File: src/rtl/vdp_pkg.sv
// vdp_pkg: shared VGA 640x480@60 timing, framebuffer geometry and colour type
package vdp_pkg;
  localparam int H_VIS = 640;
  localparam int H_FP = 16;
  localparam int H_SYNC = 96;
  localparam int H_BP = 48;
  localparam int V_VIS = 480;
  localparam int V_FP = 10;
  localparam int V_SYNC = 2;
  localparam int V_BP = 33;
  localparam int FB_W = 280;
  localparam int FB_H = 192;
  typedef logic [23:0] rgb_t;
endpackage

File: src/rtl/vga_timing.sv
// vga_timing: pixel-tick phase, h/v counters and VGA sync/visibility flags
module vga_timing #(
  parameter int H_VIS = vdp_pkg::H_VIS,
  parameter int H_FP = vdp_pkg::H_FP,
  parameter int H_SYNC = vdp_pkg::H_SYNC,
  parameter int H_BP = vdp_pkg::H_BP,
  parameter int V_VIS = vdp_pkg::V_VIS,
  parameter int V_FP = vdp_pkg::V_FP,
  parameter int V_SYNC = vdp_pkg::V_SYNC,
  parameter int V_BP = vdp_pkg::V_BP
) (
  input logic clk_i,
  input logic rst_i,
  output logic tick_o,
  output logic [9:0] h_o,
  output logic [9:0] v_o,
  output logic visible_o,
  output logic hs_act_o,
  output logic vs_act_o,
  output logic vblank_o,
  output logic frame_start_o
);
  localparam logic [9:0] H_LAST = 10'(H_VIS + H_FP + H_SYNC + H_BP - 1);
  localparam logic [9:0] V_LAST = 10'(V_VIS + V_FP + V_SYNC + V_BP - 1);
  logic ph_q, fs_q;
  logic [9:0] h_q, h_d, v_q, v_d;
  always_comb begin
    h_d = ph_q ? (h_q == H_LAST ? '0 : h_q + 10'd1) : h_q;
    v_d = (ph_q && h_q == H_LAST) ? (v_q == V_LAST ? '0 : v_q + 10'd1) : v_q;
  end
  // frame_start is registered one cycle early so it lands on the tick at (0,0)
  always_ff @(posedge clk_i) begin
    if (rst_i) begin
      ph_q <= 1'b0;
      h_q <= '0;
      v_q <= '0;
      fs_q <= 1'b0;
    end else begin
      ph_q <= ~ph_q;
      h_q <= h_d;
      v_q <= v_d;
      fs_q <= ~ph_q && h_q == '0 && v_q == '0;
    end
  end
  assign tick_o = ph_q;
  assign h_o = h_q;
  assign v_o = v_q;
  assign visible_o = h_q < 10'(H_VIS) && v_q < 10'(V_VIS);
  assign hs_act_o = h_q >= 10'(H_VIS + H_FP) && h_q < 10'(H_VIS + H_FP + H_SYNC);
  assign vs_act_o = v_q >= 10'(V_VIS + V_FP) && v_q < 10'(V_VIS + V_FP + V_SYNC);
  assign vblank_o = v_q >= 10'(V_VIS);
  assign frame_start_o = fs_q;
endmodule

File: src/rtl/fb_scanout.sv
// fb_scanout: 2x-doubled, centred framebuffer scanout onto VGA DAC pins
module fb_scanout #(
  parameter int FB_W = vdp_pkg::FB_W,
  parameter int FB_H = vdp_pkg::FB_H,
  parameter int X_OFF = 40,
  parameter int Y_OFF = 48,
  parameter vdp_pkg::rgb_t BORDER = 24'h000000,
  parameter int AW = 16,
  parameter int H_VIS = vdp_pkg::H_VIS,
  parameter int H_FP = vdp_pkg::H_FP,
  parameter int H_SYNC = vdp_pkg::H_SYNC,
  parameter int H_BP = vdp_pkg::H_BP,
  parameter int V_VIS = vdp_pkg::V_VIS,
  parameter int V_FP = vdp_pkg::V_FP,
  parameter int V_SYNC = vdp_pkg::V_SYNC,
  parameter int V_BP = vdp_pkg::V_BP
) (
  input logic CLOCK_50,
  input logic reset,
  output logic [AW-1:0] vram_adr,
  input vdp_pkg::rgb_t vram_q,
  output logic [7:0] VGA_R,
  output logic [7:0] VGA_G,
  output logic [7:0] VGA_B,
  output logic VGA_CLK,
  output logic VGA_BLANK_N,
  output logic VGA_SYNC_N,
  output logic VGA_HS,
  output logic VGA_VS,
  output logic frame_start,
  output logic vblank
);
  import vdp_pkg::rgb_t;
  logic tick, visible, hs_act, vs_act, in_win;
  logic [9:0] h, v, fx, fy;
  logic [AW-1:0] adr_d, adr_q;
  logic win_q, vis_q, hs_q, vs_q, blank_n_q, hs_n_q, vs_n_q;
  rgb_t rgb_d, rgb_q;
  vga_timing #(
    .H_VIS(H_VIS), .H_FP(H_FP), .H_SYNC(H_SYNC), .H_BP(H_BP),
    .V_VIS(V_VIS), .V_FP(V_FP), .V_SYNC(V_SYNC), .V_BP(V_BP)
  ) u_timing (
    .clk_i(CLOCK_50),
    .rst_i(reset),
    .tick_o(tick),
    .h_o(h),
    .v_o(v),
    .visible_o(visible),
    .hs_act_o(hs_act),
    .vs_act_o(vs_act),
    .vblank_o(vblank),
    .frame_start_o(frame_start)
  );
  always_comb begin
    in_win = h >= 10'(X_OFF) && h < 10'(X_OFF + 2 * FB_W) &&
             v >= 10'(Y_OFF) && v < 10'(Y_OFF + 2 * FB_H);
    fx = (h - 10'(X_OFF)) >> 1;
    fy = (v - 10'(Y_OFF)) >> 1;
    adr_d = in_win ? AW'(32'(fy) * 32'(FB_W) + 32'(fx)) : '0;
    rgb_d = win_q ? vram_q : vis_q ? BORDER : '0;
  end
  // stage 1 issues the read; stage 2 picks up vram_q on the following tick
  always_ff @(posedge CLOCK_50) begin
    if (reset) begin
      adr_q <= '0;
      win_q <= 1'b0;
      vis_q <= 1'b0;
      hs_q <= 1'b0;
      vs_q <= 1'b0;
      rgb_q <= '0;
      blank_n_q <= 1'b0;
      hs_n_q <= 1'b1;
      vs_n_q <= 1'b1;
    end else if (tick) begin
      adr_q <= adr_d;
      win_q <= in_win;
      vis_q <= visible;
      hs_q <= hs_act;
      vs_q <= vs_act;
      rgb_q <= rgb_d;
      blank_n_q <= vis_q;
      hs_n_q <= ~hs_q;
      vs_n_q <= ~vs_q;
    end
  end
  assign vram_adr = adr_q;
  assign {VGA_R, VGA_G, VGA_B} = rgb_q;
  assign VGA_CLK = tick;
  assign VGA_BLANK_N = blank_n_q;
  assign VGA_SYNC_N = 1'b0;
  assign VGA_HS = hs_n_q;
  assign VGA_VS = vs_n_q;
endmodule

File: config.mk
export PLATFORM = sky130hd
export DESIGN_NAME = fb_scanout
export DESIGN_NICKNAME = d
export VERILOG_FILES = /design/src/rtl/vdp_pkg.sv /design/src/rtl/vga_timing.sv /design/src/rtl/fb_scanout.sv
export SDC_FILE = /design/constraint.sdc
export NUM_CORES = 1
export LEC_CHECK = 0
export ABC_AREA = 1
export ABC_CLOCK_PERIOD_IN_PS = 10900
export BUFFER_PORTS_ARGS = -buffer_cell sky130_fd_sc_hd__clkbuf_2
export CAP_MARGIN = 20
export CORE_MARGIN = 1
export CORE_UTILIZATION = 40
export DETAILED_ROUTE_END_ITERATION = 16
export PLACE_DENSITY = 0.6
export SETUP_SLACK_MARGIN = 0.02
export SYNTH_ARGS = -nofsm -noshare
export SYNTH_HDL_FRONTEND = slang
export SYNTH_HIERARCHICAL = 1
export SYNTH_SLANG_ARGS = --single-unit
File: constraint.sdc
create_clock -name CLOCK_50 -period 10.9 [get_ports CLOCK_50]
set_clock_uncertainty 0.15 [all_clocks]
set_input_delay 1.09 -clock CLOCK_50 [delete_from_list [all_inputs] [get_ports CLOCK_50]]
set_output_delay 1.09 -clock CLOCK_50 [all_outputs]
set_load 0.02 [all_outputs]
Word level (Yosys, flattened, before mapping)
Index checks and enable logic that the tools add are counted.
- register bits after elaboration: 69
- output and inout bits: 47
- input port bits: 26
- reductions and logical operators: 11
- equal/unequal tests: 2
- order comparisons: 11
- mux-type cells: 4
- add/subtract/negate cells: 5
- $mul: 1
- bitwise gates (word level): 3
- operators by type and width (operator ; number):
    less-than comparator 10 bit (second input constant) ; 3
    less-than comparator 10 x 9 -> 1 bit (second input constant) ; 3
    two-way mux 24 bit ; 1
    adder 10 x 1 -> 10 bit (second input constant) ; 2
    equality test 10 bit (second input constant) ; 2
    >= comparator 10 x 6 -> 1 bit (second input constant) ; 2
    >= comparator 10 x 9 -> 1 bit (second input constant) ; 2
    zero test 10 bit ; 2
    two-way mux 10 bit ; 2
    subtractor 10 x 6 -> 10 bit (second input constant) ; 2
    adder 16 x 9 -> 16 bit ; 1
    two-way mux 16 bit ; 1
    multiplier 9 x 6 -> 13 bit (second input constant) ; 1
    >= comparator 10 bit (second input constant) ; 1
    logical AND 1 bit ; 9
    inverter 1 bit ; 3

Logic depth before layout (Yosys ltp)
Gate-level depths: netlist of run 1.
- depth after elaboration: 5
- mapped depth: 24

Modules after synthesis
Netlist of run 1, hierarchy kept.
- by module, submodules not included (module ; instances ; cells each ; area an instance (um2) ; sequential area each (um2)):
    fb_scanout ; 1 ; 459 ; 3290.7 ; 940.9
    vga_timing ; 1 ; 206 ; 1326.3 ; 440.4

Least setup slack after synthesis of run 1
No wires, ideal clock.
- path kind: reg-to-reg
- from: register u_timing.v_q[5], in the netlist u_timing/v_o[5]
- to: register adr_q[15], in the netlist vram_adr[15]
- cell stages (with the launch flop): 23
- clock period less this slack: 3721 ps
- data arrival time: 3444 ps
- buffers on the path: 0
- setup time: 127 ps
- slack: 7179 ps
- required time: 10623 ps
- cells stage by stage: dfxtp_1 -> ha_1 -> inv_1 -> nand2_1 -> nor2_1 -> nor2_1 -> inv_1 -> ha_1 -> ha_1 -> inv_1 -> fa_1 -> inv_1 -> ha_1 -> nand2_1 -> nand2_2 -> a21oi_1 -> nand2_1 -> nand2_1 -> nand2_1 -> nor2_2 -> nand3_1 -> nand3_2 -> a21oi_2
- word-level cells in the longest chain between the ends: 4
- RTL lines (what ; line ; text):
    start: declaration ; vga_timing.sv:26 ; logic [9:0] h_q, h_d, v_q, v_d;
    start signal: assignment ; vga_timing.sv:41 ; v_q <= v_d;
    subtractor 10 x 6 -> 10 bit or >= comparator 10 x 6 -> 1 bit (tied branches) ; fb_scanout.sv:58, fb_scanout.sv:56 ;
    multiplier 9 x 6 -> 13 bit or logical AND 1 bit (tied branches) ; fb_scanout.sv:59, fb_scanout.sv:55 ;
    adder 16 x 9 -> 16 bit or logical AND 1 bit (tied branches) ; fb_scanout.sv:59, fb_scanout.sv:56 ;
    two-way mux 16 bit (*) ; fb_scanout.sv:59 ; adr_d = in_win ? AW'(32'(fy) * 32'(FB_W) + 32'(fx)) : '0;
    end signal: assignment ; fb_scanout.sv:75 ; adr_q <= adr_d;
    end: declaration ; fb_scanout.sv:36 ; logic [AW-1:0] adr_d, adr_q;
Mark *: on every way between the ends. The rest lies on a longest branch, timed or not.
A chain may end at the register's enable or synchronous reset.

Worst setup path after layout of run 1
- from: register u_timing.v_q[5], in the netlist u_timing/v_o[5]
- to: register adr_q[14], in the netlist vram_adr[14]
The elaborated chain is that of the path after synthesis.

==> results of run 1 <==
cells in the mapped netlist, drive strengths merged:
master       instances  share of area, %
nand3b               1              0.16
dlygate4sd1          1              0.19
xnor2                3              0.57
o21bai               1              0.16
clkinv               1             0.081
a21oi               60               6.6
ha                  41                11
clkbuf              15               1.4
nand2              177                16
buf                  3              0.49
a31oi                3              0.41
nand4               14               1.9
inv                 89               7.4
fa                   6               2.6
xor2                13               2.9
nor3b                1              0.16
conb                 1             0.081
nor3                 9               1.1
or2                  4              0.54
nor4                 1              0.14
nor2                68               6.6
nand3               66               8.0
a21o                 1              0.16
dfxtp               69                30
o21ai               17               1.8
sequential cells by signal, indices dropped and copies added, names as in the netlist, 10 cells and up:
| signal | cells |
|---|---|
| vram_adr | 16 |
| rgb_q | 24 |
| u_timing/h_o | 10 |
| u_timing/v_o | 10 |
per-layer routing:
layer | global-route usage [%] | up-vias | share of wire (%)
li1 | - | 2263 | -
met1 | 24.26 | 1994 | 48
met2 | 32.93 | 71 | 49
met3 | 4.209 | 4 | 2.9
met4 | 4.762 | 0 | 0.44
met5 | 0 | - | 0
stage by stage:
stage	util, %	instance area [um2]	hold WS [ps]	power [mW]	cells
after detailed placement	45.98	5072	274.2	0.2891	860
after CTS	48.78	5380	283.8	0.5902	876
after global routing	48.78	5380	310.3	0.6026	876
after floorplan	-	4617	256.0	0.2791	665
final	48.78	5380	276.0	0.5835	876
after global placement	45.98	5072	263.9	0.2886	860
cell families after synthesis:
group           after synthesis
simple gates                341
buf+inv                     109
compound gates               82
flops                        69
fa+ha+maj                    47
xor+xnor                     16
other cells                   1
worst register-to-register path: cells and delay by family, from the launching register on:
kind                       cells  cell delay (ps)
buffers and inverters          5              310
and+or+nand+nor               10              980
adders and majority gates      5             1720
AOI/OAI and AO/OA              2              290
DFF                            1              510
power by group:
part	total [mW]	switching (mW)	internal, mW
clock network	0.300	0.119	0.181
logic	0.0262	0.0181	0.00815
registers	0.257	0.00222	0.255
layout make-up:
type	count	area, um2	share of cell area (%)
flip-flops and latches	69	1381	25.67
clock buffers	9	225.2	4.186
well taps	140	175.2	3.256
clock inverters	7	82.58	1.535
repair buffers	74	377.9	7.023
multi-input cells	487	2793	51.91
inverters	90	345.3	6.419
path summary, 6_finish.rpt:
| path | from | slack, ps | depth (start not counted) | endpoint |
|---|---|---|---|---|
| worst max-delay path | u_timing/v_o[5]$_SDFFE_PP0P_ | 6800 | 22 | vram_adr[14]$_SDFFE_PP0P_ |
| worst min-delay path | hs_q$_SDFFE_PP0P_ | 280 | 1 | VGA_HS$_SDFFE_PP1P_ |
| worst max register to register | u_timing/v_o[5]$_SDFFE_PP0P_ | 6800 | 22 | vram_adr[14]$_SDFFE_PP0P_ |
| worst min register to register | hs_q$_SDFFE_PP0P_ | 280 | 1 | VGA_HS$_SDFFE_PP1P_ |
==> load_flow_metrics.sql, run 1 <==
INSERT INTO impl_metrics (metric_group, metric, value, unit) VALUES
('floorplanning', 'chipHeight', '109.4', 'um'),
('clock_tree', 'h-tree-depth', '3', ''),
('critical_path', 'endpoint_kind', 'flip-flop', ''),
('critical_path', 'worst_path_largest_cell_delay', '530', 'ps'),
('clock_tree', 'cts_post_setup_buffers_inserted', '0', ''),
('yosys', 'post_synth_mux_area_share', '0', '%'),
('routing', 'drtAntennaViolNets', '0', ''),
('yosys', 'yosysSeqAreaShare', '29.92', '%'),
('timing', 'finalCritPeriodShare', '37.61', '%'),
('yosys', 'yosysUniqueCellTypes', '41', ''),
('placement', 'place.detailed.hpwl', '8348', 'um'),
('global_routing', 'grt_max_degree', '54', ''),
('power', 'power_leakage', '2.500', 'nW'),
('yosys', 'synth_simple_gate_area_share', '34.09', '%'),
('timing', 'finalSetupViolCount', '0', ''),
('critical_path', 'cp_slowest_cell', 'sky130_fd_sc_hd__fa_1', ''),
('placement', 'place.port_buffers', '71', ''),
('timing', 'rsz0062_at_grt', 'no', ''),
('placement', 'dp_worst_setup_slack', '6831', 'ps'),
('routing', 'first_pass_iters', '4', ''),
('clock_tree', 'ctsHoldBuffers', '0', ''),
('outcome', 'outcome', 'complete, no violations', ''),
('floorplanning', 'start_util', '41.86', '%'),
('clock_tree', 'tritoncts', 'done', ''),
('clock_tree', 'cts_buffers', '9', ''),
('routing', 'via_per_inst', '4.945', ''),
('yosys', 'synth_compound_gate_area_share', '9.160', '%'),
('global_routing', 'grt_usage', '19.17', '%'),
('global_routing', 'grt_first_pass_wirelength', '18200', 'um'),
('timing', 'final.setup.worst_slack', '6801', 'ps'),
('clock_tree', 'clock_sink_count', '69', ''),
('floorplanning', 'die_w', '109.4', 'um'),
('yosys', 'postSynthNetCount', '738', ''),
('critical_path', 'timing.critical_path.cells', 'ha_1 > inv_1 > nand2_1 > nor2_1 > nor2_1 > inv_1 > ha_1 > ha_1 > inv_1 > fa_1 > inv_1 > ha_1 > nand2_1 > inv_1 > a21oi_1 > nand2_1 > nand2_1 > nand2_1 > nor2_2 > nand3_1 > nand3_1 > a21oi_1', ''),
('critical_path', 'data_arrival_critical_path', '4140', 'ps'),
('timing', 'actual_slew_at_the_worst_max_slew_pin', '869.7', 'ps'),
('critical_path', 'worstPathBufferInverterCount', '5', ''),
('global_routing', 'initial_antenna_violation_count', '0', ''),
('yosys', 'area_share_of_xor_xnor_cells_in_the_synthesized_design', '3.442', '%'),
('floorplanning', 'pin_count', '73', ''),
('final_layout', 'drive_above_1_share', '17.26', '%'),
('placement', 'routabilityCongestion', '0.8700', ''),
('final_layout', 'finish.net_count', '804', ''),
('final_layout', 'filler_cell_count', '1149', ''),
('final_layout', 'most_common_cell_after_layout_fill_and_taps_aside', 'sky130_fd_sc_hd__nand2_1', ''),
('timing', 'post-route-min-period', '4099', 'ps'),
('floorplanning', 'design.die.area', '11980', 'um2'),
('timing', 'max-slew-margin-rel', '41.94', '%'),
('global_routing', 'globalRoute.totalOverflow', '0', ''),
('final_layout', 'areaGrowthSynthToFinish', '16.53', '%'),
('clock_tree', 'cts_resized', '0', ''),
('clock_tree', 'cts_buffer_depth', '2', ''),
('yosys', 'syn_area', '4617', 'um2'),
('clock_tree', 'cts.reportedPaths.clkPinSlew', '60', 'ps'),
('final_layout', 'diodes', '0', ''),
('timing', 'max_clock_freq', '243.9', 'MHz'),
('critical_path', 'critical_path.startpoint_type', 'flip-flop', ''),
('clock_tree', 'cts.root.buffer_cell', 'sky130_fd_sc_hd__clkbuf_16', ''),
('timing', 'setup_tns', '0', 'ps'),
('routing', 'initialDrtViolationCount', '172', ''),
('routing', 'vias', '4332', ''),
('timing', 'timing_hold_violations_final', '0', ''),
('critical_path', 'path_delay_family', 'adder cells', ''),
('yosys', 'ys_ff_latch', '69', ''),
('yosys', 'synth_adder_area_share', '13.71', '%'),
('final_layout', 'layout_common_cells', '164 x sky130_fd_sc_hd__nand2_1, 80 x sky130_fd_sc_hd__inv_1, 71 x sky130_fd_sc_hd__clkbuf_2, 69 x sky130_fd_sc_hd__dfxtp_1, 63 x sky130_fd_sc_hd__nor2_1', ''),
('routing', 'routed_wirelength', '10880', 'um'),
('min_path', 'hold_path_class', 'flip-flop to flip-flop', ''),
('clock_tree', 'clk-insertion-delay-late', '330', 'ps'),
('floorplanning', 'core.rowCount', '38', ''),
('power', 'pwr_density_cell', '108.5', 'nW/um2');
Power figures use the tool's default switching activity.
==> run 2, diff against run 1 <==
--- a/config.mk
+++ b/config.mk
@@ -5,14 +5,14 @@
 export SDC_FILE = /design/constraint.sdc
 export NUM_CORES = 1
 export LEC_CHECK = 0
-export ABC_AREA = 1
-export ABC_CLOCK_PERIOD_IN_PS = 10900
+export ABC_AREA = 0
+export ABC_CLOCK_PERIOD_IN_PS = 3300
 export BUFFER_PORTS_ARGS = -buffer_cell sky130_fd_sc_hd__clkbuf_2
 export CAP_MARGIN = 20
 export CORE_MARGIN = 1
 export CORE_UTILIZATION = 40
 export DETAILED_ROUTE_END_ITERATION = 16
-export PLACE_DENSITY = 0.6
+export PLACE_DENSITY = 0.63
 export SETUP_SLACK_MARGIN = 0.02
 export SYNTH_ARGS = -nofsm -noshare
 export SYNTH_HDL_FRONTEND = slang
==> constraint.sdc (replaced) <==
create_clock -name CLOCK_50 -period 3.3 [get_ports CLOCK_50]
set_clock_uncertainty 0.15 [all_clocks]
set_input_delay 0.33 -clock CLOCK_50 [delete_from_list [all_inputs] [get_ports CLOCK_50]]
set_output_delay 0.33 -clock CLOCK_50 [all_outputs]
set_load 0.02 [all_outputs]
==> load_flow_metrics.sql, run 2 <==
INSERT INTO impl_metrics (metric_group, metric, value, unit) VALUES
('outcome', 'outcome', 'finished, violations left', ''),
('outcome', 'violations_in_the_final_reports', 'setup timing', ''),
('clock_tree', 'cts_buffers', '9', ''),
('timing', 'timing_hold_violations_final', '0', ''),
('yosys', 'syn_area', '4207', 'um2'),
('floorplanning', 'coreArea', '10280', 'um2'),
('critical_path', 'worstPathRequired', '3390', 'ps'),
('final_layout', 'top_register', 'rgb_q', ''),
('timing', 'max-slew-margin-rel', '43.78', '%'),
('clock_tree', 'clk-insertion-delay-late', '340', 'ps'),
('placement', 'routabilityCongestion', '0.8238', ''),
('clock_tree', 'cts_buffer_depth', '2', ''),
('critical_path', 'endpoint_kind', 'flip-flop', ''),
('timing', 'hold_slack_final', '70.05', 'ps'),
('routing', 'vias', '3910', ''),
('global_routing', 'initial_antenna_violation_count', '0', ''),
('yosys', 'synth.top_cell.area_share', '32.84', '%'),
('run', 'drv.max_cap_violation_count', '0', ''),
('yosys', 'yosysUniqueCellTypes', '66', ''),
('clock_tree', 'cts.root.buffer_cell', 'sky130_fd_sc_hd__clkbuf_8', ''),
('floorplanning', 'pin_count', '73', ''),
('timing', 'rsz0062_at_grt', 'yes', ''),
('floorplanning', 'die_w', '104.6', 'um'),
('floorplanning', 'core.rowCount', '37', ''),
('power', 'pwr_density_cell', '281.4', 'nW/um2'),
('critical_path', 'data_arrival_critical_path', '4010', 'ps'),
('timing', 'final.setup.worst_slack', '-625.1', 'ps'),
('timing', 'max_clock_freq', '254.8', 'MHz'),
('critical_path', 'crit_fanout', '6', ''),
('final_layout', 'drive_above_1_share', '37.93', '%'),
('floorplanning', 'design.die.area', '10930', 'um2'),
('routing', 'drtAntennaViolNets', '0', ''),
('critical_path', 'timing_worst_setup_path_type', 'flip-flop to flip-flop', ''),
('power', 'power_leakage', '2.427', 'nW'),
('critical_path', 'worst_path_largest_cell_delay', '490', 'ps'),
('timing', 'post-route-min-period', '3925', 'ps'),
('routing', 'via_per_inst', '5.193', ''),
('yosys', 'synthCells', '480', ''),
('yosys', 'netlist.top_cell.by_area', 'sky130_fd_sc_hd__dfxtp_1', ''),
('clock_tree', 'cts.reportedPaths.clkPinSlew', '80', 'ps'),
('final_layout', 'largest_reg_flops', '24', ''),
('final_layout', 'post_route_core_utilization', '56.28', '%'),
('power', 'post-layout-total-power', '1.627', 'mW'),
('routing', 'wire_per_inst', '13.85', 'um'),
('yosys', 'synth-edff-count', '0', ''),
('routing', 'highest-signal-layer', 'met4', ''),
('yosys', 'ys_ff_latch', '69', ''),
('yosys', 'cells_taking_the_most_area_after_synthesis', 'sky130_fd_sc_hd__dfxtp_1 33%, sky130_fd_sc_hd__ha_1 12%, sky130_fd_sc_hd__a22oi_1 6.1%, sky130_fd_sc_hd__nor2_1 5.7%, sky130_fd_sc_hd__xnor2_1 4.4%', ''),
('global_routing', 'via_count_of_the_first_global_routing_pass', '3824', ''),
('placement', 'place.detailed.hpwl', '7295', 'um'),
('floorplanning', 'chipHeight', '104.6', 'um'),
('placement', 'dp_worst_setup_slack', '-777.0', 'ps'),
('clock_tree', 'h-tree-depth', '3', ''),
('final_layout', 'most_common_cell_after_layout_fill_and_taps_aside', 'sky130_fd_sc_hd__clkbuf_2', ''),
('placement', 'place.port_buffers', '71', ''),
('yosys', 'dominantRegCellSynth', 'sky130_fd_sc_hd__dfxtp_1', ''),
('timing', 'actual_slew_at_the_worst_max_slew_pin', '843.3', 'ps'),
('routing', 'drc', '0', ''),
('yosys', 'postSynth.asyncResetShare', '0', '%'),
('clock_tree', 'ctsHoldBuffers', '0', ''),
('global_routing', 'grt_usage', '18.91', '%'),
('timing', 'finalCritPeriodShare', '118.9', '%'),
('yosys', 'synth.top_cells.by_count', '69 x sky130_fd_sc_hd__dfxtp_1, 64 x sky130_fd_sc_hd__nor2_1, 41 x sky130_fd_sc_hd__ha_1', ''),
('routing', 'route.layer.met1.wl', '4566', 'um'),
('final_layout', 'finish.net_count', '685', ''),
('routing', 'met2_wirelength', '5476', 'um'),
('routing', 'initialDrtViolationCount', '150', ''),
('routing', 'first_pass_iters', '5', ''),
('final_layout', 'layout_common_cells', '71 x sky130_fd_sc_hd__clkbuf_2, 67 x sky130_fd_sc_hd__dfxtp_1, 65 x sky130_fd_sc_hd__buf_4, 62 x sky130_fd_sc_hd__nor2_1, 34 x sky130_fd_sc_hd__a22oi_1', ''),
('critical_path', 'cp_slowest_cell', 'sky130_fd_sc_hd__fa_1', ''),
('clock_tree', 'clock_sink_count', '69', ''),
('power', 'peakVddDrop', '0.2379', 'mV'),
('critical_path', 'crit_path_frequent_cell', 'sky130_fd_sc_hd__ha_4', ''),
('critical_path', 'critical_path.startpoint_type', 'flip-flop', ''),
('routing', 'met3_length', '331', 'um'),
('final_layout', 'diodes', '0', ''),
('yosys', 'syn_avg_cell_area', '8.764', 'um2'),
('yosys', 'yosysSeqAreaShare', '32.84', '%'),
('global_routing', 'grt_max_degree', '40', ''),
('global_routing', 'globalRoute.totalOverflow', '0', ''),
('clock_tree', 'tritoncts', 'done', ''),
('floorplanning', 'start_util', '40.93', '%'),
('routing', 'routed_wirelength', '10430', 'um'),
('yosys', 'synth.yosys.warnings', '6', ''),
('timing', 'final-max-slew-violation-count', '0', ''),
('global_routing', 'grt_first_pass_wirelength', '16950', 'um'),
('yosys', 'postSynthNetCount', '553', ''),
('timing', 'finalSetupViolCount', '7', ''),
('critical_path', 'timing.critical_path.cells', 'ha_4 > nor3_4 > xor2_2 > ha_1 > ha_4 > inv_2 > fa_1 > inv_2 > ha_4 > a21oi_4 > o22ai_1 > a211o_1 > a21oi_2 > xor2_1 > or3_1 > a32o_1', ''),
('min_path', 'hold_path_class', 'input pin to flip-flop', ''),
('final_layout', 'areaGrowthSynthToFinish', '37.51', '%'),
('yosys', 'post-synth-top-count-cell', 'sky130_fd_sc_hd__dfxtp_1', '');
-- run 2: cell type report --
type	instances	area [um2]
well taps	136	170.2
inverters	34	130.1
clock buffers	10	137.6
flip-flops and latches	69	1389
clock inverters	6	71.32
repair buffers	144	933.4
fillers	926	4493
multi-input cells	354	2953
-- run 2: metal layers --
metal | GRT usage (%) | up-vias
met3 | 3.244 | 5
met5 | 0 | -
met4 | 6.122 | 0
met2 | 33.96 | 68
li1 | - | 1956
met1 | 22.71 | 1881
-- run 2: metrics by stage --
step                      instance area (um2)  TNS [ps]  instances
after floorplan                          4292     -2092        480
after global placement                   5170     -2941        727
after detailed placement                 5170     -3612        727
after CTS                                5543     -3102        747
after global routing                     5784     -4014        753
final                                    5784     -2872        753
-- run 2: power by group --
group	total, mW	switching (mW)	leakage (nW)	internal [mW]
Clock	0.715	0.341	0.0991	0.375
Combinational	0.0709	0.0451	1.77	0.0258
Sequential	0.841	0.00494	0.558	0.836
Total	1.63	0.391	2.43	1.24
-- run 2: path summary, 6_finish.rpt --
kind / slack, ps / startpoint / cells past startpoint / end
min: 70 / vram_q[10] / 3 / rgb_q[10]$_SDFFE_PP0P_
min reg2reg: 330 / vram_adr[2]$_SDFFE_PP0P_ / 2 / vram_adr[2]$_SDFFE_PP0P_
max: -630 / u_timing/v_o[5]$_SDFFE_PP0P_ / 16 / vram_adr[15]$_SDFFE_PP0P_
max reg2reg: -630 / u_timing/v_o[5]$_SDFFE_PP0P_ / 16 / vram_adr[15]$_SDFFE_PP0P_
-- run 2: timing repair --
action | CTS | global route
setup endpoints to repair | 7 | 8
pin swaps | 12 | 23
resized for setup | 22 | 38
endpoints found under the hold margin | 0 | 0
setup buffers | 4 | 8
-- run 2: critical path, delay by kind of cell, from the launching register on --
kind	cells	cell delay (ps)
adders and majority gates	5	1470
AOI/OAI and AO/OA	5	940
and+or+nand+nor	2	520
DFF	1	370
xor gates and xnor gates	2	290
buffers and inverters	2	80
-- run 2: cells by family (layout without fill, tap and decap cells) --
logic type / count (synthesis) / count (layout) / share of synthesized area (%)
compound gates: 97 / 97 / 16.27
xor+xnor: 39 / 39 / 8.299
fa+ha+maj: 47 / 47 / 15.05
buf+inv: 57 / 194 / 5.740
flops: 69 / 69 / 32.84
mux: 4 / 4 / 0.9519
other cells: 1 / 1 / 0.08915
simple gates: 166 / 166 / 20.76
==> run 3, diff against run 2 <==
--- a/config.mk
+++ b/config.mk
@@ -6,13 +6,13 @@
 export NUM_CORES = 1
 export LEC_CHECK = 0
 export ABC_AREA = 0
-export ABC_CLOCK_PERIOD_IN_PS = 3300
+export ABC_CLOCK_PERIOD_IN_PS = 4300
 export BUFFER_PORTS_ARGS = -buffer_cell sky130_fd_sc_hd__clkbuf_2
 export CAP_MARGIN = 20
 export CORE_MARGIN = 1
 export CORE_UTILIZATION = 40
+export CTS_BUF_LIST = sky130_fd_sc_hd__clkbuf_8
 export DETAILED_ROUTE_END_ITERATION = 16
-export PLACE_DENSITY = 0.63
 export SETUP_SLACK_MARGIN = 0.02
 export SYNTH_ARGS = -nofsm -noshare
 export SYNTH_HDL_FRONTEND = slang
==> constraint.sdc (replaced) <==
create_clock -name CLOCK_50 -period 4.3 [get_ports CLOCK_50]
set_clock_uncertainty 0.15 [all_clocks]
set_input_delay 0.43 -clock CLOCK_50 [delete_from_list [all_inputs] [get_ports CLOCK_50]]
set_output_delay 0.43 -clock CLOCK_50 [all_outputs]
set_load 0.02 [all_outputs]
==> load_flow_metrics.sql, run 3 (synthesized netlist as in run 2, its figures left out) <==
INSERT INTO impl_metrics (metric_group, metric, value, unit) VALUES
('outcome', 'outcome', 'complete, no violations', ''),
('timing', 'max-slew-margin-rel', '43.99', '%'),
('clock_tree', 'clock_sink_count', '69', ''),
('power', 'power_leakage', '2.097', 'nW'),
('min_path', 'holdCritStartpoint', 'vram_q[13]', ''),
('timing', 'finalCritPeriodShare', '94.60', '%'),
('critical_path', 'worst_path_largest_cell_delay', '520', 'ps'),
('run', 'drv.max_cap_violation_count', '0', ''),
('min_path', 'hold_path_class', 'input pin to flip-flop', ''),
('min_path', 'holdPathStages', '3', ''),
('final_layout', 'filler_cell_count', '1020', ''),
('critical_path', 'reg2reg_from', 'u_timing/v_o[4]$_SDFFE_PP0P_', ''),
('timing', 'actual_slew_at_the_worst_max_slew_pin', '840.2', 'ps'),
('clock_tree', 'ctsHoldBuffers', '0', ''),
('placement', 'place.detailed.hpwl', '6964', 'um'),
('power', 'pwr_density_cell', '248.6', 'nW/um2'),
('global_routing', 'grt_usage', '18.26', '%'),
('floorplanning', 'core.rowCount', '37', ''),
('critical_path', 'crit_fanout', '5', ''),
('final_layout', 'most_common_cell_after_layout_fill_and_taps_aside', 'sky130_fd_sc_hd__clkbuf_2', ''),
('clock_tree', 'cts_buffers', '9', ''),
('routing', 'initialDrtViolationCount', '166', ''),
('clock_tree', 'h-tree-depth', '3', ''),
('clock_tree', 'cts.root.buffer_cell', 'sky130_fd_sc_hd__clkbuf_8', ''),
('final_layout', 'layout_common_cells', '71 x sky130_fd_sc_hd__clkbuf_2, 68 x sky130_fd_sc_hd__dfxtp_1, 64 x sky130_fd_sc_hd__nor2_1, 37 x sky130_fd_sc_hd__ha_1, 34 x sky130_fd_sc_hd__a22oi_1', ''),
('final_layout', 'diodes', '0', ''),
('timing', 'final-max-slew-violation-count', '0', ''),
('floorplanning', 'die_w', '104.6', 'um'),
('global_routing', 'globalRoute.totalOverflow', '0', ''),
('clock_tree', 'cts_buffer_depth', '2', ''),
('final_layout', 'largest_reg_flops', '24', ''),
('critical_path', 'endpoint_kind', 'flip-flop', ''),
('critical_path', 'worstPathRequired', '4390', 'ps'),
('global_routing', 'via_count_of_the_first_global_routing_pass', '3443', ''),
('final_layout', 'areaGrowthSynthToFinish', '19.30', '%'),
('clock_tree', 'tritoncts', 'done', ''),
('critical_path', 'r2r_cells', '16', ''),
('routing', 'routed_wirelength', '9429', 'um'),
('critical_path', 'cp_slowest_cell', 'sky130_fd_sc_hd__fa_1', ''),
('timing', 'max_clock_freq', '245.8', 'MHz'),
('global_routing', 'grt_first_pass_wirelength', '16150', 'um'),
('critical_path', 'worstPathBufferInverterCount', '3', ''),
('critical_path', 'crit-reg2reg-capture', 'vram_adr[15]$_SDFFE_PP0P_', ''),
('routing', 'vias', '3630', ''),
('routing', 'drc', '0', ''),
('placement', 'routabilityCongestion', '0.8321', ''),
('global_routing', 'initial_antenna_violation_count', '0', ''),
('critical_path', 'path_delay_family', 'adder cells', ''),
('critical_path', 'timing_worst_setup_path_type', 'flip-flop to flip-flop', ''),
('floorplanning', 'design.die.area', '10930', 'um2'),
('power', 'peakVddDrop', '0.1421', 'mV'),
('critical_path', 'timing.critical_path.cells', 'ha_2 > nor3_4 > xor2_1 > buf_4 > ha_1 > ha_1 > inv_1 > fa_1 > inv_1 > ha_4 > o2111ai_2 > a211o_1 > nand3_1 > nand2_1 > or3_1 > a32o_1', ''),
('timing', 'timing_hold_violations_final', '0', ''),
('routing', 'first_pass_iters', '4', ''),
('routing', 'wire_per_inst', '13.55', 'um'),
('final_layout', 'finish.net_count', '628', ''),
('clock_tree', 'clk-insertion-delay-late', '350', 'ps'),
('placement', 'postPlaceCellArea', '4728', 'um2'),
('final_layout', 'final_cell_area', '5019', 'um2'),
('critical_path', 'data_arrival_critical_path', '4160', 'ps'),
('final_layout', 'drive_above_1_share', '24.11', '%'),
('floorplanning', 'start_util', '40.93', '%'),
('timing', 'rsz0062_at_grt', 'yes', ''),
('critical_path', 'reg2reg_slack', '230', 'ps'),
('min_path', 'timing.hold.worst_endpoint', 'rgb_q[13]$_SDFFE_PP0P_', ''),
('routing', 'drtAntennaViolNets', '0', ''),
('global_routing', 'grt_max_degree', '38', ''),
('routing', 'via_per_inst', '5.216', ''),
('floorplanning', 'pin_count', '73', ''),
('critical_path', 'critical_path.startpoint_type', 'flip-flop', ''),
('floorplanning', 'coreArea', '10280', 'um2'),
('floorplanning', 'chipHeight', '104.6', 'um'),
('timing', 'post-route-min-period', '4068', 'ps'),
('final_layout', 'top_register', 'rgb_q', ''),
('clock_tree', 'cts.reportedPaths.clkPinSlew', '70', 'ps'),
('placement', 'place.port_buffers', '71', ''),
('timing', 'setup_tns', '0', 'ps'),
('timing', 'finalSetupViolCount', '0', '');
-- run 3: what timing repair did --
| item | 4_1_cts | 5_1_grt |
|---|---|---|
| resized for setup | 0 | 14 |
| hold endpoints to repair | 0 | 0 |
| endpoints found under the setup margin | 0 | 3 |
| setup buffers | 0 | 2 |
-- run 3: metal layers --
metal | routed length, um | part of all wire (%) | global-route usage (%)
met1 | 4500 | 48 | 23.80
met2 | 4451 | 47 | 29.38
met3 | 343 | 3.6 | 3.930
met4 | 134 | 1.4 | 7.041
met5 | 0 | 0 | 0
-- run 3: where the power goes --
group	internal [mW]	switching [mW]	total, mW
clock	0.287	0.261	0.548
sequential	0.643	0.00505	0.648
combinational	0.0188	0.0326	0.0515
-- run 3: layout make-up --
| class | instances | area, um2 | share of cell area [%] |
|---|---|---|---|
| multi-input cells | 354 | 2655 | 52.90 |
| flip-flops and latches | 69 | 1383 | 27.55 |
| repair buffers | 87 | 475.5 | 9.474 |
| well taps | 136 | 170.2 | 3.391 |
| clock buffers | 10 | 137.6 | 2.742 |
| inverters | 34 | 127.6 | 2.543 |
| clock inverters | 6 | 70.07 | 1.396 |
-- run 3: per-stage QoR --
step / hold WS (ps) / power (mW) / instances / setup WS [ps] / util (%)
after global placement: 304.8 / 0.7149 / 678 / 187.6 / 46.01
after floorplan: 302.9 / 0.6934 / 480 / 68.20 / -
after detailed placement: 307.5 / 0.7152 / 678 / 98.65 / 46.01
final: 168.1 / 1.248 / 696 / 232.2 / 48.83
after CTS: 150.2 / 1.267 / 694 / 86.45 / 48.03
after global routing: 149.4 / 1.302 / 696 / 4.604 / 48.83
-- run 3: worst min-delay path: cells and delay by family --
family                 cells  cell delay, ps
AO/OA/AOI/OAI              1              50
buffers and inverters      1              70
AND/OR/NAND/NOR            1              70
-- run 3: how the worst max path moves through the flow --
stage | slack (ps) | end | cells past startpoint | from
floorplan | 70 | vram_adr[15]$_SDFFE_PP0P_ | 17 | u_timing/v_o[4]$_SDFFE_PP0P_
global placement | 190 | vram_adr[15]$_SDFFE_PP0P_ | 16 | u_timing/v_o[4]$_SDFFE_PP0P_
detailed placement | 100 | vram_adr[15]$_SDFFE_PP0P_ | 15 | u_timing/v_o[4]$_SDFFE_PP0P_
CTS | 90 | vram_adr[15]$_SDFFE_PP0P_ | 16 | u_timing/v_o[4]$_SDFFE_PP0P_
global route | 5 | vram_adr[15]$_SDFFE_PP0P_ | 16 | u_timing/v_o[4]$_SDFFE_PP0P_
finish | 230 | vram_adr[15]$_SDFFE_PP0P_ | 16 | u_timing/v_o[4]$_SDFFE_PP0P_
